--- src/rtl/mem_wb_pipe_pkg.sv ---
// MEM->WB pipeline register: shared payload layout and state encodings.
// Field offsets are XLEN-dependent, so they are exposed as constant functions.
package mem_wb_pipe_pkg;

  typedef enum logic [1:0] {
    ST_EMPTY = 2'd0,
    ST_FULL  = 2'd1,
    ST_SKID  = 2'd2
  } state_e;

  typedef enum logic [1:0] {
    WB_SEL_VALE = 2'd0,
    WB_SEL_VALM = 2'd1,
    WB_SEL_PC4  = 2'd2,
    WB_SEL_RSV  = 2'd3
  } wb_sel_e;

  localparam int OFF_WEN  = 0;
  localparam int OFF_RD   = 1;
  localparam int RD_W     = 5;
  localparam int OFF_SEL  = 6;
  localparam int SEL_W    = 2;
  localparam int OFF_VALE = 8;
  localparam int INSTR_W  = 32;

  function automatic int off_valm(input int xlen);
    return OFF_VALE + xlen;
  endfunction

  function automatic int off_commit(input int xlen);
    return OFF_VALE + 2 * xlen;
  endfunction

  function automatic int off_pc(input int xlen);
    return off_commit(xlen) + 1;
  endfunction

  function automatic int off_instr(input int xlen);
    return off_pc(xlen) + xlen;
  endfunction

  function automatic int off_pre_pc(input int xlen);
    return off_instr(xlen) + INSTR_W;
  endfunction

  function automatic int pld_w(input int xlen);
    return off_pre_pc(xlen) + xlen;
  endfunction

endpackage

--- src/rtl/mem_wb_pipe_skid.sv ---
// Single-entry holding register with valid/ready on both sides.
// clr drops the held entry; data is only loaded when the slot is free.
module skid_buf #(
  parameter int W = 8
) (
  input  logic         clk,
  input  logic         rst,
  input  logic         clr,
  input  logic         in_valid,
  output logic         in_ready,
  input  logic [W-1:0] in_data,
  output logic         out_valid,
  input  logic         out_ready,
  output logic [W-1:0] out_data
);

  logic         valid_q;
  logic [W-1:0] data_q;

  assign in_ready  = !valid_q;
  assign out_valid = valid_q;
  assign out_data  = data_q;

  always_ff @(posedge clk) begin
    if (rst) begin
      valid_q <= 1'b0;
      data_q  <= '0;
    end else if (clr) begin
      valid_q <= 1'b0;
    end else if (in_valid && !valid_q) begin
      valid_q <= 1'b1;
      data_q  <= in_data;
    end else if (valid_q && out_ready) begin
      valid_q <= 1'b0;
    end
  end

endmodule

--- src/rtl/mem_wb_pipe.sv ---
// MEM->WB stage register with optional 2-entry skid, qualified WB/commit
// strobes and a retired-instruction counter.
module mem_wb_pipe
  import mem_wb_pipe_pkg::*;
#(
  parameter  int XLEN    = 64,
  parameter  bit SKID_EN = 1'b1,
  localparam int PLD_W   = pld_w(XLEN)
) (
  input  logic             clk,
  input  logic             rst,
  input  logic             flush,
  input  logic             in_valid,
  output logic             in_ready,
  input  logic [PLD_W-1:0] in_pld,
  output logic             out_valid,
  input  logic             out_ready,
  output logic [PLD_W-1:0] out_pld,
  output logic             out_wb_reg_wen,
  output logic             out_commit,
  output logic [XLEN-1:0]  retired_cnt
);

  localparam int OFF_COMMIT = off_commit(XLEN);

  state_e            state_q, state_d;
  logic [PLD_W-1:0]  main_q, main_d;
  logic              out_valid_q;
  logic              in_ready_q;
  logic [XLEN-1:0]   cnt_q;

  logic              accept, drain;
  logic              skid_wr, skid_rd;
  logic              skid_valid, skid_free;
  logic [PLD_W-1:0]  skid_data;

  assign drain  = out_valid_q && out_ready;
  assign accept = in_valid && in_ready && !flush;

  generate
    if (SKID_EN) begin : g_skid
      assign in_ready = in_ready_q;
      skid_buf #(.W(PLD_W)) u_skid (
        .clk       (clk),
        .rst       (rst),
        .clr       (flush),
        .in_valid  (skid_wr),
        .in_ready  (skid_free),
        .in_data   (in_pld),
        .out_valid (skid_valid),
        .out_ready (skid_rd),
        .out_data  (skid_data)
      );
    end else begin : g_noskid
      assign in_ready   = !out_valid_q || out_ready;
      assign skid_valid = 1'b0;
      assign skid_free  = 1'b0;
      assign skid_data  = '0;
    end
  endgenerate

  always_comb begin
    state_d = state_q;
    main_d  = main_q;
    skid_wr = 1'b0;
    skid_rd = 1'b0;
    unique case (state_q)
      ST_EMPTY: begin
        if (accept) begin
          state_d = ST_FULL;
          main_d  = in_pld;
        end
      end
      ST_FULL: begin
        if (accept && drain) begin
          main_d = in_pld;
        end else if (drain) begin
          state_d = ST_EMPTY;
        end else if (accept && skid_free) begin
          state_d = ST_SKID;
          skid_wr = 1'b1;
        end
      end
      ST_SKID: begin
        if (drain && skid_valid) begin
          state_d = ST_FULL;
          main_d  = skid_data;
          skid_rd = 1'b1;
        end
      end
      default: state_d = ST_EMPTY;
    endcase
    // flush wins over every transition; payload contents are left as-is
    if (flush) state_d = ST_EMPTY;
  end

  always_ff @(posedge clk) begin
    if (rst) begin
      state_q     <= ST_EMPTY;
      main_q      <= '0;
      out_valid_q <= 1'b0;
      in_ready_q  <= 1'b1;
      cnt_q       <= '0;
    end else begin
      state_q     <= state_d;
      main_q      <= main_d;
      out_valid_q <= (state_d != ST_EMPTY);
      in_ready_q  <= (state_d != ST_SKID);
      if (drain && main_q[OFF_COMMIT]) cnt_q <= cnt_q + 1'b1;
    end
  end

  assign out_valid      = out_valid_q;
  assign out_pld        = main_q;
  assign retired_cnt    = cnt_q;
  assign out_commit     = out_valid_q && main_q[OFF_COMMIT];
  assign out_wb_reg_wen = out_valid_q && main_q[OFF_WEN]
                       && (main_q[OFF_RD +: RD_W] != '0);

endmodule
--- config.mk ---
export PLATFORM = sky130hd
export DESIGN_NAME = mem_wb_pipe
export DESIGN_NICKNAME = d
export VERILOG_FILES = /design/src/rtl/mem_wb_pipe_pkg.sv /design/src/rtl/mem_wb_pipe_skid.sv /design/src/rtl/mem_wb_pipe.sv
export SDC_FILE = /design/constraint.sdc
export NUM_CORES = 1
export LEC_CHECK = 0
export BUFFER_PORTS_ARGS = -buffer_cell sky130_fd_sc_hd__buf_2
export CAP_MARGIN = 20
export CORE_ASPECT_RATIO = 1.5
export CORE_UTILIZATION = 35
export CTS_BUF_LIST = sky130_fd_sc_hd__clkbuf_8
export DETAILED_ROUTE_END_ITERATION = 7
export PLACE_DENSITY = 0.54
export SYNTH_ARGS = -nofsm -noshare
export SYNTH_HDL_FRONTEND = slang
export SYNTH_SLANG_ARGS = --single-unit
--- constraint.sdc ---
create_clock -name clk -period 2.45 [get_ports clk]
set_clock_uncertainty 0.05 [all_clocks]
set_input_delay 0.49 -clock clk [delete_from_list [all_inputs] [get_ports clk]]
set_output_delay 0.49 -clock clk [all_outputs]
set_load 0.02 [all_outputs]
==> results.cfg, run 1 <==
[clock_network]
h-tree-depth = 3
numCtsBuffers = 103
clock_latency_ps = 720
clkTransAtPathRegs_ps = 60
cts_tree = built
cts_num_sinks = 663
clockRootBuffer = clkbuf_8
clockBufferDepth = 3

[synthesis]
ys_async_sr_fraction = 0
synth.area.top_cells = dfxtp_1 51%, nand2_1 17%, a311oi_1 10%
synth-compound-area-share = 0.1731
synth_fa_ha_area_frac = 0.0004816
syn_nets = 3636
synth_cells = 3333
synth_top_family_by_area = simple AND/OR/NAND/NOR gates
synthSimpleGateAreaFrac = 0.2576
synth_xor_area_frac = 0.01180
syn_avg_cell_area_um2 = 7.795
yosysTopAreaCell = dfxtp_1
yosysUniqueCellTypes = 47
ys_ff_latch = 663
yosys_most_used_dff = dfxtp_1
yosysSeqAreaShare = 0.5109
syn-cell-area_um2 = 25980
synth_edf_count = 0
ys_warn_count = 0
synth_top_area_frac = 0.5109
synthMuxAreaShare = 0.0003853

[final_layout]
final_common_cell = nand2_1
fillerInstances = 7440
design_area_um2 = 35820
final_layout_size_suffix_gt1_frac = 0.2160
postLayoutCoreUtil = 0.4869
nets = 4544
seqCellArea_um2 = 13270
multi_input_area_um2 = 11550
layout_common_cells = 1209 x nand2_1, 664 x buf_2, 662 x dfxtp_1, 341 x nor2_1, 324 x a21oi_1
area_growth_pct = 37.89

[critical_path]
cp_top_family = simple AND/OR/NAND/NOR gates
required_ps = 1910
worst_path_max_delay_cell = or3_1
critPathMaxFanout = 2
crit_buf_inv = 1
r2r_slack_ps = 220
crit_arrival_ps = 1850
critPathCaptureType = primary output
crit_type = register to primary output
path_cells = or3_1 -> o311a_1 -> buf_6
cpPeakStageDelay_ps = 370
critPathLaunchType = register

[power_and_ir_drop]
vdd_ir_drop_max_mv = 0.4446
clock_power_share = 0.383
power_frac_seq = 0.495
sw_frac_of_total = 0.2691
power_density_nw_per_um2 = 643.7
leakagePower_nw = 14.66
switchingPower_mw = 6.207
total_power_mw = 23.06
power.internal_mw = 16.85
power_frac_comb = 0.122

[timing]
timing.final.crit_share = 0.9750
clock.fmax_ghz = 0.4186
timing.slew.headroom = 0.5313
setup_violations = 0
rsz0062_at_grt = true
finalCriticalPeriod_ps = 2389
setup_tns_ps = 0
worst_slew_pin_slew_ps = 703.0
finalHoldViolCount = 0
slew_viol_final = 0

[route]
drt_pass1_iterations = 5
wl_met2_um = 42600
detail-route-antenna-nets = 0
drt-met1-wl_um = 36670
top_layer = met5
vias = 26300
wl_met3_um = 6552
drc = 0
wl_per_cell_um = 16.89
routed_wl_um = 89590
vias_per_cell = 4.958
drt_iter0_markers = 1367

[min_path]
hold_path.class = input pin to register

[placed_design]
dp_hpwl_um = 59440
globalplace.congestion = 0.8029
portBuffers = 666
dpl_cell_area_um2 = 30910

[floorplan]
fp.dieW_um = 224.5
die-area_um2 = 75350
start_util = 0.3531
die_h_um = 335.7
fp-row-count = 122
ioPinCount = 667
core_area_um2 = 73580

[grt]
grt_usage = 0.2290
grt-ovfl-total = 0
antenna_found_initial = 5
grt_max_degree = 117
grt_pass1_vias = 24990
grt_pass1_wl_um = 138400

[job]
cap_violations = 0

[run_status]
outcome = completed
-- layout make-up --
cell class                 count  share of cell area
antenna                        1          0.00006985
inverter                      11            0.001153
multi-input combinational   2379              0.3224
clock inverter                56            0.007719
sequential                   663              0.3705
tap                          992             0.03465
timing repair buffer        1083              0.2178
clock buffer                 119             0.04572
-- sequential cells by signal, indices dropped and copies added (netlist names) --
name,flops
retired_cnt,64
state_q,2
in_ready,1
out_pld,297
g_skid.u_skid.out_valid,1
g_skid.u_skid.out_data,297
out_valid,1
-- metrics by stage --
step                      std cells  worst slack [ps]  hold slack (ps)
after floorplan                3333             253.7            386.6
after global placement         4829             223.8            391.1
after detailed placement       4829             182.9            396.5
after CTS                      5303            -39.04            121.3
after global routing           5304            -27.25            181.4
final                          5304             61.36            197.2
-- per-layer routing --
layer | global-route usage | up-vias
met2 | 0.3783 | 821
met5 | 0 | -
met3 | 0.06397 | 179
met1 | 0.2723 | 12150
li1 | - | 13140
met4 | 0.1096 | 8
-- power groups by stage --
| stage | registers (mW) | logic [mW] | clock network [mW] |
|---|---|---|---|
| global placement | 11.6 | 2.42 | 0 |
| global route | 11.4 | 3.06 | 9.65 |
| detailed placement | 11.6 | 2.43 | 0 |
| finish | 11.4 | 2.82 | 8.83 |
| CTS | 11.4 | 2.83 | 9.16 |
| floorplan | 12.0 | 0.915 | 0 |
-- cell usage after synthesis, drive strengths merged (3+ instances only) --
library cell,number
or4,16
a311oi,297
o31ai,15
o21ai,15
nand3,21
nor2,342
and4,5
xnor2,10
clkbuf,197
nand2,1209
and3,6
or2,4
buf,83
xor2,25
nand4,33
and2,5
nor3,8
nand2b,3
or3,17
dfxtp,663
a21oi,324
nor4,8
inv,11
-- cells by family after synthesis --
logic type                 Yosys count
and+or+nand+nor                   1681
AOI/OAI and AO/OA                  661
muxes                                1
adders and majority gates            1
DFF                                663
buffers and inverters              291
xor gates and xnor gates            35
-- final timing paths --
kind                                     from                          end  cells past startpoint
setup / recovery                   out_pld[1]               out_wb_reg_wen                      3
hold / removal                            rst  g_skid.u_skid.out_data[107]                      2
setup reg to reg              retired_cnt[36]              retired_cnt[63]                      5
hold reg to reg   g_skid.u_skid.out_data[196]                 out_pld[196]                      2
-- what timing repair did --
action,4_1_cts,5_1_grt
setup endpoints to repair,1,1
hold buffers,298,0
endpoints found under the hold margin,597,0
buffers inserted,1,0
resized for setup,3,0
Note: power is estimated with default switching activity, not from simulation.
==> inputs of run 2 (changes only) <==
--- a/config.mk
+++ b/config.mk
@@ -12,6 +12,7 @@
 export CTS_BUF_LIST = sky130_fd_sc_hd__clkbuf_8
 export DETAILED_ROUTE_END_ITERATION = 7
-export PLACE_DENSITY = 0.54
+export PLACE_DENSITY = 0.53
 export SYNTH_ARGS = -nofsm -noshare
 export SYNTH_HDL_FRONTEND = slang
+export SYNTH_HIERARCHICAL = 1
 export SYNTH_SLANG_ARGS = --single-unit
==> constraint.sdc (replaced) <==
create_clock -name clk -period 2.45 [get_ports clk]
set_clock_uncertainty 0.05 [all_clocks]
set_input_delay 0.3675 -clock clk [delete_from_list [all_inputs] [get_ports clk]]
set_output_delay 0.3675 -clock clk [all_outputs]
set_load 0.02 [all_outputs]
==> run 2 against run 1 <==
Via count decreased by 0.70%. Final cell count up 1.1%. Wire length grew 2.3%.
==> results.cfg, run 2 <==
[clock_network]
clock_latency_ps = 770
h-tree-depth = 3
numCtsBuffers = 108
cts_tree = built
clockRootBuffer = clkbuf_8
clkTransAtPathRegs_ps = 60
cts_num_sinks = 663
ctsHoldBuffers = 300
cts_setup_buffers = 0
cts_resized = 0
clockBufferDepth = 3

[timing]
timing.slew.headroom = 0.4394
timing.final.crit_share = 0.9350
setup_tns_ps = 0
rsz0062_at_grt = false
setup_violations = 0
finalCriticalPeriod_ps = 2291
clock.fmax_ghz = 0.4365
setup_ws_ps = 159.3
finalHoldViolCount = 0
worst_slew_pin_slew_ps = 840.9
slew_viol_final = 0

[route]
detail-route-antenna-nets = 0
vias = 26110
vias_per_cell = 4.870
routed_wl_um = 91670
drt_iter0_markers = 1246
drc = 0
drt_pass1_iterations = 7
wl_per_cell_um = 17.10

[placed_design]
dpl_cell_area_um2 = 33720
dp_hpwl_um = 62320
globalplace.congestion = 0.7969
post-place-ws_ps = 60.53
portBuffers = 666

[floorplan]
ioPinCount = 667
core_area_um2 = 82320
start_util = 0.3531
die_h_um = 355.0
fp.dieW_um = 237.3
die-area_um2 = 84230
fp-row-count = 129

[synthesis]
synth_most_common_cell = dfxtp_1
synth_cells = 3321
ys_warn_count = 6
synth.area.top_cells = dfxtp_1 46%, nand2b_1 13%, mux2i_1 10%
synth_top_area_frac = 0.4566
ys_async_sr_fraction = 0
syn_nets = 3624
yosys_most_used_dff = dfxtp_1
synth_edf_count = 0
syn-cell-area_um2 = 29070
ys_ff_latch = 663
yosysUniqueCellTypes = 44
yosysTopAreaCell = dfxtp_1
syn_avg_cell_area_um2 = 8.753
netlist_top_cells_count = 663 x dfxtp_1, 621 x nand2_1, 596 x nand2b_1
yosysSeqAreaShare = 0.4566

[grt]
grt_usage = 0.2118
grt_max_degree = 149
grt_pass1_vias = 25790
antenna_found_initial = 9
grt_pass1_wl_um = 143100
grt-ovfl-total = 0

[power_and_ir_drop]
power_density_nw_per_um2 = 623.5
vdd_ir_drop_max_mv = 0.4877
leakagePower_nw = 15.73
total_power_mw = 24.28

[critical_path]
r2r-start = state_q[0]
crit_arrival_ps = 2910
timing.rr.end = g_skid.u_skid/out_data[187]
cpPeakStageDelay_ps = 400
critPathCaptureType = register
endpoint = g_skid.u_skid/out_data[187]
required_ps = 3070
rr_worst_depth = 8
crit_type = register to register
critPathLaunchType = register
cp-startpoint = state_q[0]
worst_path_max_delay_cell = dfxtp_1
critPathMaxFanout = 17
cp_common_cell = buf_4
r2r_slack_ps = 160
path_cells = a21boi_0 -> nand2_1 -> nor3_1 -> nor3b_4 -> buf_4 -> buf_4 -> buf_12 -> mux2i_1

[run_status]
outcome = completed

[min_path]
hold_depth = 4
hold_path.class = input pin to register

[final_layout]
final_layout_size_suffix_gt1_frac = 0.2181
nets = 4529
area_growth_pct = 33.97
design_area_um2 = 38940
final_common_cell = buf_2
layout_common_cells = 665 x buf_2, 663 x dfxtp_1, 621 x nand2_1, 595 x nand2b_1, 343 x nor2_1
fillerInstances = 8058

[job]
cap_violations = 0
-- run 2: how the worst min path moves through the flow --
stage	from	to	slack, ps
floorplan	flush	state_q[0]	400
global placement	g_skid.u_skid/out_data[192]	g_skid.u_skid/out_data[192]	410
detailed placement	g_skid.u_skid/out_data[203]	g_skid.u_skid/out_data[203]	410
CTS	out_ready	retired_cnt[0]	20
global route	out_ready	retired_cnt[0]	120
finish	out_ready	retired_cnt[0]	110
-- run 2: cells by family after synthesis --
family                   synth area share
AND/OR/NAND/NOR                    0.2812
flip-flops                         0.4566
AO/OA/AOI/OAI                      0.1032
multiplexers                       0.1026
buffers and inverters             0.04662
XOR/XNOR                         0.009341
adder cells (fa/ha/maj)         0.0004304
-- run 2: metrics by stage --
step | utilization | hold WS (ps) | std cells
after detailed placement | 0.4096 | 409.4 | 4864
after global routing | 0.4731 | 117.1 | 5362
after CTS | 0.4728 | 16.52 | 5354
after global placement | 0.4096 | 405.8 | 4864
final | 0.4731 | 110.0 | 5362
after floorplan | - | 396.1 | 3321
-- run 2: layer usage --
metal | part of all wire | track usage
met1 | 0.41 | 0.2407
met2 | 0.48 | 0.3638
met3 | 0.066 | 0.05732
met4 | 0.039 | 0.1052
met5 | 0.00025 | 0
-- run 2: final cells by class --
type	instances	area, um2	share of cell area
flip-flops and latches	663	13270	0.3408
diodes	8	20.02	0.0005141
repair buffers	1070	7640	0.1962
clock buffers	140	1927	0.04948
inverters	5	18.77	0.0004819
clock inverters	50	272.8	0.007004
well taps	1048	1311	0.03367
multi-input cells	2378	14480	0.3718
-- run 2: critical path: cells and delay by family (launching register included) --
| kind | cells | cell delay, ps |
|---|---|---|
| AOI/OAI and AO/OA | 1 | 270 |
| buffers and inverters | 3 | 610 |
| DFF | 1 | 400 |
| muxes | 1 | 210 |
| and+or+nand+nor | 3 | 650 |
-- run 2: where the power goes --
| part | switching (mW) | total (mW) | internal (mW) |
|---|---|---|---|
| registers | 0.242 | 11.4 | 11.2 |
| logic | 1.64 | 2.97 | 1.33 |
| clock network | 4.62 | 9.91 | 5.29 |
